## config.mk

```make
export PLATFORM = sky130hd
export DESIGN_NAME = fle_ccff_loader
export DESIGN_NICKNAME = d
export VERILOG_FILES = /design/src/rtl/fle_ccff_loader.sv
export SDC_FILE = /design/constraint.sdc
export NUM_CORES = 1
export LEC_CHECK = 0
export CELL_PAD_IN_SITES_DETAIL_PLACEMENT = 0
export CELL_PAD_IN_SITES_GLOBAL_PLACEMENT = 1
export CORE_AREA = 5 5 79 81
export DETAILED_ROUTE_END_ITERATION = 8
export DIE_AREA = 0 0 84 86
export GPL_ROUTABILITY_DRIVEN = 0
export HOLD_SLACK_MARGIN = 0.08
export PLACE_DENSITY_LB_ADDON = 0.1
export SKIP_CTS_REPAIR_TIMING = 1
export SLEW_MARGIN = 30
export SYNTH_ARGS = -nofsm -noshare
export SYNTH_HDL_FRONTEND = slang
export SYNTH_SLANG_ARGS = --single-unit
```

## constraint.sdc

```tcl
create_clock -name clk -period 2.15 [get_ports clk]
set_clock_uncertainty 0.2 [all_clocks]
set_input_delay 0.3225 -clock clk [delete_from_list [all_inputs] [get_ports clk]]
set_output_delay 0.3225 -clock clk [all_outputs]
set_load 0.01 [all_outputs]
```

## src/rtl/fle_ccff_loader.sv

```systemverilog
// ---------------------------------------------------------------------------
// fle_ccff_loader
//   Programs the configuration flip-flop chain of the logic-element tiles.
//   Bitstream words arrive over a valid/ready stream. Each word is shifted
//   out LSB first on ccff_head, and every bit gets one prog_clk strobe at
//   clk/2. A verify pass reshifts a stream and compares ccff_tail with the
//   expected bits. It counts the mismatches in a saturating counter.
//
// Ports
//   clk          in   system clock, rising edge
//   pReset       in   synchronous active-high reset; aborts a pass at once
//   start        in   one-cycle pulse that starts a pass (ignored while busy)
//   verify       in   sampled with start: 0 = load pass, 1 = verify pass
//   cfg_data     in   bitstream word, bit 0 shifted first
//   cfg_valid    in   cfg_data is valid
//   cfg_ready    out  a word is accepted this cycle (FETCH state)
//   prog_clk     out  chain shift clock, registered
//   ccff_head    out  serial data into the chain, registered
//   ccff_tail    in   serial data out of the chain
//   busy         out  a pass is in progress
//   done         out  the last pass completed; held until the next start
//   mismatch_cnt out  verify mismatches, saturating at all-ones
// ---------------------------------------------------------------------------
module fle_ccff_loader #(
  parameter int CHAIN_LEN = 20,
  parameter int WORD_W    = 8,
  parameter int CNT_W     = 16
) (
  input  logic              clk,
  input  logic              pReset,
  input  logic              start,
  input  logic              verify,
  input  logic [WORD_W-1:0] cfg_data,
  input  logic              cfg_valid,
  output logic              cfg_ready,
  output logic              prog_clk,
  output logic              ccff_head,
  input  logic              ccff_tail,
  output logic              busy,
  output logic              done,
  output logic [CNT_W-1:0]  mismatch_cnt
);

  // The bit counter only has to reach CHAIN_LEN-1. It is sized from the
  // chain length, so a narrow mismatch counter cannot truncate a pass.
  localparam int BIT_W = (CHAIN_LEN > 1) ? $clog2(CHAIN_LEN) : 1;
  localparam int BIW_W = (WORD_W > 1) ? $clog2(WORD_W) : 1;

  localparam logic [BIT_W-1:0] LAST_BIT = BIT_W'(CHAIN_LEN - 1);
  localparam logic [BIW_W-1:0] LAST_BIW = BIW_W'(WORD_W - 1);
  localparam logic [CNT_W-1:0] CNT_MAX  = {CNT_W{1'b1}};

  typedef enum logic [2:0] {
    S_IDLE     = 3'd0,
    S_FETCH    = 3'd1,
    S_SHIFT_LO = 3'd2,
    S_SHIFT_HI = 3'd3,
    S_DONE     = 3'd4
  } state_t;

  state_t            r_state;
  state_t            w_state_nxt;
  logic              r_verify;
  logic              w_verify_nxt;
  logic [WORD_W-1:0] r_shreg;
  logic [WORD_W-1:0] w_shreg_nxt;
  logic [BIT_W-1:0]  r_bit_cnt;
  logic [BIT_W-1:0]  w_bit_cnt_nxt;
  logic [BIW_W-1:0]  r_bit_in_word;
  logic [BIW_W-1:0]  w_bit_in_word_nxt;
  logic [CNT_W-1:0]  r_mm_cnt;
  logic [CNT_W-1:0]  w_mm_cnt_nxt;
  logic              r_prog_clk;
  logic              r_ccff_head;
  logic              w_ccff_head_nxt;
  logic              r_busy;
  logic              r_done;
  logic              w_busy_nxt;

  // Next-state and datapath update for the shift controller.
  always_comb begin
    w_state_nxt       = r_state;
    w_verify_nxt      = r_verify;
    w_shreg_nxt       = r_shreg;
    w_bit_cnt_nxt     = r_bit_cnt;
    w_bit_in_word_nxt = r_bit_in_word;
    w_mm_cnt_nxt      = r_mm_cnt;

    case (r_state)
      S_IDLE, S_DONE: begin
        if (start) begin
          w_verify_nxt  = verify;
          w_bit_cnt_nxt = {BIT_W{1'b0}};
          w_mm_cnt_nxt  = {CNT_W{1'b0}};
          w_state_nxt   = S_FETCH;
        end else begin
          w_state_nxt   = r_state;
        end
      end
      S_FETCH: begin
        if (cfg_valid) begin
          w_shreg_nxt       = cfg_data;
          w_bit_in_word_nxt = {BIW_W{1'b0}};
          w_state_nxt       = S_SHIFT_LO;
        end else begin
          w_state_nxt       = S_FETCH;
        end
      end
      S_SHIFT_LO: begin
        // Before shift k the tail presents bit k of the previously shifted
        // stream. Compare it with the bit that is about to be written.
        if (r_verify && (ccff_tail != r_shreg[0]) && (r_mm_cnt != CNT_MAX)) begin
          w_mm_cnt_nxt = r_mm_cnt + {{(CNT_W-1){1'b0}}, 1'b1};
        end else begin
          w_mm_cnt_nxt = r_mm_cnt;
        end
        w_state_nxt = S_SHIFT_HI;
      end
      S_SHIFT_HI: begin
        if (r_bit_cnt == LAST_BIT) begin
          // Any unshifted bits of the current word are dropped.
          w_state_nxt = S_DONE;
        end else begin
          w_bit_cnt_nxt = r_bit_cnt + {{(BIT_W-1){1'b0}}, 1'b1};
          if (r_bit_in_word == LAST_BIW) begin
            w_state_nxt = S_FETCH;
          end else begin
            w_shreg_nxt       = r_shreg >> 1;
            w_bit_in_word_nxt = r_bit_in_word + {{(BIW_W-1){1'b0}}, 1'b1};
            w_state_nxt       = S_SHIFT_LO;
          end
        end
      end
      default: begin
        w_state_nxt = S_IDLE;
      end
    endcase
  end

  // Output pre-decode from the next state, so that every output is a flop.
  always_comb begin
    w_busy_nxt = (w_state_nxt == S_FETCH) || (w_state_nxt == S_SHIFT_LO) ||
                 (w_state_nxt == S_SHIFT_HI);
    // Head changes only when a bit is presented. It then stays stable
    // through the following SHIFT_HI cycle.
    if (w_state_nxt == S_SHIFT_LO) begin
      w_ccff_head_nxt = w_shreg_nxt[0];
    end else begin
      w_ccff_head_nxt = r_ccff_head;
    end
  end

  // State, datapath and registered outputs.
  always_ff @(posedge clk) begin
    if (pReset) begin
      r_state       <= S_IDLE;
      r_verify      <= 1'b0;
      r_shreg       <= {WORD_W{1'b0}};
      r_bit_cnt     <= {BIT_W{1'b0}};
      r_bit_in_word <= {BIW_W{1'b0}};
      r_mm_cnt      <= {CNT_W{1'b0}};
      r_prog_clk    <= 1'b0;
      r_ccff_head   <= 1'b0;
      r_busy        <= 1'b0;
      r_done        <= 1'b0;
    end else begin
      r_state       <= w_state_nxt;
      r_verify      <= w_verify_nxt;
      r_shreg       <= w_shreg_nxt;
      r_bit_cnt     <= w_bit_cnt_nxt;
      r_bit_in_word <= w_bit_in_word_nxt;
      r_mm_cnt      <= w_mm_cnt_nxt;
      r_prog_clk    <= (w_state_nxt == S_SHIFT_HI);
      r_ccff_head   <= w_ccff_head_nxt;
      r_busy        <= w_busy_nxt;
      r_done        <= (w_state_nxt == S_DONE);
    end
  end

  assign cfg_ready    = (r_state == S_FETCH);
  assign prog_clk     = r_prog_clk;
  assign ccff_head    = r_ccff_head;
  assign busy         = r_busy;
  assign done         = r_done;
  assign mismatch_cnt = r_mm_cnt;

endmodule

```

After elaboration in Yosys (flattened, before gate mapping). Index checks and enable logic that the tools add are counted.

Bits in registers: 40. Input port bits: 14. Word-level logic and storage cells: 63.

Add/subtract/negate cells: 3. Eq/ne operators: 17. Muxes and demuxes: 19. Reduce and logical (&&, ||, !) cells: 13.

Operator list (number): 2-to-1 mux 16 bit (2); case mux 16 bit (2 select lines) (1); 2-to-1 mux 8 bit (3); adder 16 x 1 -> 16 bit, second input constant (1); != test 16 bit, second input constant (1); case mux 8 bit (2 select lines) (1); 2-to-1 mux 3 bit (5); equality test 3 x 2 -> 1 bit, second input constant (4); case mux 3 bit (4 select lines) (1); 2-to-1 mux 5 bit (2); != test 2 bit, second input constant (5); case mux 5 bit (2 select lines) (1); equality test 3 bit, second input constant (3); equality test 3 x 1 -> 1 bit, second input constant (2); case mux 3 bit (2 select lines) (1); AND reduction 3 bit (2); nonzero test 2 bit (3); adder 5 x 1 -> 5 bit, second input constant (1); equality test 5 bit, second input constant (1); 2-to-1 mux 2 bit (2); AND reduction 4 bit (1); adder 3 x 1 -> 3 bit, second input constant (1); zero test 3 bit (1); logical AND 1 bit (2); other kinds (4) (5).

Logic depth before layout (Yosys ltp). Gate-level depths: netlist (run 1).

Word-level depth: 7. Depth in mapped cells: 7.

Worst setup path before layout (run 1). Ideal clock, no wire load.

Kind: flip-flop to flip-flop. Start point: register r_mm_cnt[0] (netlist: mismatch_cnt[0]). End point: register r_mm_cnt[2] (netlist: mismatch_cnt[2]). Library setup time: 0.132 ns. Arrival time: 1.621 ns. Data required time: 1.818 ns. Path slack: 0.197 ns. Stages on the path, launching flop included: 8. Buffers on the path: 1. Clock period less this slack: 1.953 ns. Path through: dfxtp_1 -> ha_1 -> nand4_1 -> nor4_4 -> buf_4 -> nor3_1 -> o21ai_0 -> a21oi_1.

Word-level cells in the longest chain between the ends: 4. Elaborated cells between the ends (all ways): 7. Those cells by class: add/sub: 1; eq/ne: 2; mux: 2; reduce/logical: 2.

Ends and longest elaborated chain: start, declared (line 71) `logic [CNT_W-1:0] r_mm_cnt;`; start signal, assigned (line 161) `r_mm_cnt <= {CNT_W{1'b0}};`; start signal, assigned (line 172) `r_mm_cnt <= w_mm_cnt_nxt;`; parallel branches: the longest is 4 deep, another holds adder 16 x 1 -> 16 bit.

Several ways; the timed one is not identified. The select of a mux whose other input is x is not followed. A chain may end at the register's enable or synchronous reset.

Worst setup path in the final report (run 1).
Start point: register r_mm_cnt[0] (netlist: mismatch_cnt[0]). End point: register r_mm_cnt[13] (netlist: mismatch_cnt[13]).

Same word-level chain as after synthesis.

==> results of run 1 <==
tightest hold or removal path, delay by kind of cell, from the launching register on:
family	cells	cell delay, ns
flip-flops	1	0.31
AO/OA/AOI/OAI	1	0.05
AND/OR/NAND/NOR	1	0.05
placed cells by master (no fill, tap or decap), types with 3 or more instances in the layout:
cell,n
o211ai_1,4
xor2_1,4
nand4_1,4
nor4_4,3
nand2b_1,3
nand3_1,10
nor3_1,8
ha_1,4
clkbuf_8,6
nand3b_1,4
xnor2_1,7
nor2_1,31
a21oi_1,24
dfxtp_1,39
a22oi_1,8
clkdlybuf4s50_1,33
buf_4,33
nand2_1,21
per-layer routing:
layer,part of all wire (%),global-route usage [%]
met3,3.5,3.55
met4,1.5,4.82
met5,0,0
met2,48,22.6
met1,47,17.3
final cells by class:
class                           instances  area [µm²]
Tap cell                               72        90.1
Timing Repair Buffer                   68         602
Clock buffer                            6        82.6
Fill cell                             551        2690
Inverter                                2        7.51
Multi-Input combinational cell        171        1130
Clock inverter                          2        10.0
Sequential cell                        40         802
worst max path at each step:
stage                                                to  slack, ns  cells past startpoint
after floorplan            mismatch_cnt[2]$_SDFFE_PP0P_       0.20                      7
after global placement     mismatch_cnt[6]$_SDFFE_PP0P_       -0.1                      7
after detailed placement   mismatch_cnt[2]$_SDFFE_PP0P_      -0.08                      8
after CTS                                     cfg_ready       -0.1                      2
after global routing      mismatch_cnt[13]$_SDFFE_PP0P_       0.02                      8
final                     mismatch_cnt[13]$_SDFFE_PP0P_       0.20                      8
flip-flops by register name (all words and copies together), names as in the netlist:
name / count
busy: 1
ccff_head: 1
done: 1
mismatch_cnt: 16
prog_clk: 1
r_bit_cnt: 5
r_bit_in_word: 3
r_shreg: 8
r_state: 3
r_verify: 1
cell families after synthesis:
kind of cell               after synthesis  synth area share, %
AOI/OAI and AO/OA                       48                 15.6
xor gates and xnor gates                11                 4.76
adders and majority gates                4                 2.47
buffers and inverters                   15                 4.76
DFF                                     40                 39.6
muxes                                    4                 2.10
and+or+nand+nor                        104                 30.7
per-stage QoR:
| stage | setup TNS (ns) | setup slack, ns | util (%) |
|---|---|---|---|
| after CTS | -0.0953 | -0.0953 | 50.2 |
| after global placement | -0.527 | -0.0980 | 48.5 |
| after global routing | 0 | 0.0196 | 50.3 |
| after floorplan | 0 | 0.197 | - |
| after detailed placement | -0.620 | -0.0766 | 48.5 |
| final | 0 | 0.196 | 50.3 |
where the power goes:
group	switching [mW]	total, mW	internal [mW]
clock	0.259	0.515	0.256
combinational	0.0781	0.165	0.0870
sequential	0.0151	0.772	0.757
==> results.ini, run 1 <==
[run_status]
status=completed

[timing]
worst_pin_slew_ns=0.360
rsz0062_at_grt=false
hold_ws_ns=0.257
fmax_mhz=512
drv_slew=0
finalCritPeriodShare_pct=90.9
relSlewSlack_pct=75.8
hold_violations=0
fin_crit_ns=1.95
finalSetupViolCount=0

[yosys]
synth.area.top_cells=dfxtp_1 40%, a21oi_1 5.9%, nor2_1 5.8%, nand2_1 3.9%, nor4_4 3.2%
synth-seq-cells=40
yosysSeqAreaShare_pct=39.6
syn_area_per_cell_um2=8.95
async_flop_share_pct=0
synth_edf_count=0
synth_fp_nets=244
synth_top_area_cell=dfxtp_1
yosys.area.top_type_share_pct=39.6
synth_cells=226
yosysMostFrequentCell=dfxtp_1
yosys-top-cells-count=40 x dfxtp_1, 31 x nor2_1, 24 x a21oi_1, 21 x nand2_1, 10 x nand3_1
yosys_warnings=0
netlist_area_um2=2020
synth_cell_type_count=49
ys_dominant_reg_cell=dfxtp_1

[floorplan]
start_util_pct=37.4
dieArea_um2=7220
coreArea_um2=5410
die_w_um=84
row_count=27
num_io_pins=35
fp.dieH_um=86

[clock_network]
cts_tree=built
numCtsBuffers=5
cts_root_buf=clkbuf_8
clk_latency_ns=0.29
clk_path_buf_depth=2
h-tree-depth=2
numClockSinks=40
cts.clk_slew.worst_paths_ns=0.08

[place]
dpl_cell_area_um2=2620
dp_hpwl_um=3700
io_buffers=34
placedCellCount=353

[power]
power_density_nw_per_um2=534
total_power_mw=1.45
leakagePower_nw=0.972
vdd_drop_max_mv=0.233

[hold_path]
hold_path_class=reg2reg
hp-start=r_shreg[1]$_SDFFE_PP0P_
whs_path_depth=2
holdPathEnd=r_shreg[1]$_SDFFE_PP0P_

[drt]
wl_per_cell_um=13.1
viasPerCell=4.97
final_antenna_net_count=0
drc=0
firstDrtPassIters=4
drtIter0Drc=51
vias=1795
drt_wl_total_um=4740

[worst_setup_path]
startpoint=mismatch_cnt[0]$_SDFFE_PP0P_
cp_data_arrival_time_ns=1.98
r2r-start=mismatch_cnt[0]$_SDFFE_PP0P_
critPathBufInv=2
crit_family=simple AND/OR/NAND/NOR gates
cp_max_fo=9
worstPathRequired_ns=2.18
crit_path_top_delay_cell=dfxtp_1
path_class=reg2reg
worstReg2RegEnd=mismatch_cnt[13]$_SDFFE_PP0P_
r2r_slack_ns=0.20
critPathLaunchType=flop
critPathCaptureType=flop
slowest_delay_ns=0.33
cp_cell_sequence=ha_1 -> nand4_1 -> nor4_4 -> buf_6 -> o21a_4 -> buf_4 -> nand2_1 -> a31oi_1
ff2ff_path_depth=8

[finish]
drive_above_1_share_pct=21.1
synthToLayoutAreaGrowth_pct=34.4
nets=306
diodes=0
finalInstanceArea_um2=2720
final_cells=361

[global_routing]
grt_antenna_before_repair=0
grt_util_all_layers_pct=13.7
grt_pass1_vias=1638
grt_pass1_wl_um=7890
overflow=0
grt_start_max_net_pins=18

[run]
max_cap_viol_count=0

Power figures use the tool's default switching activity.
==> run 2: changes to the inputs <==
--- a/config.mk
+++ b/config.mk
@@ -5,6 +5,7 @@
 export SDC_FILE = /design/constraint.sdc
 export NUM_CORES = 1
 export LEC_CHECK = 0
+export CAP_MARGIN = 10
 export CELL_PAD_IN_SITES_DETAIL_PLACEMENT = 0
 export CELL_PAD_IN_SITES_GLOBAL_PLACEMENT = 1
 export CORE_AREA = 5 5 79 81
==> results of run 2 <==
The final DEF is identical to that of run 1; final timing and power are the same.
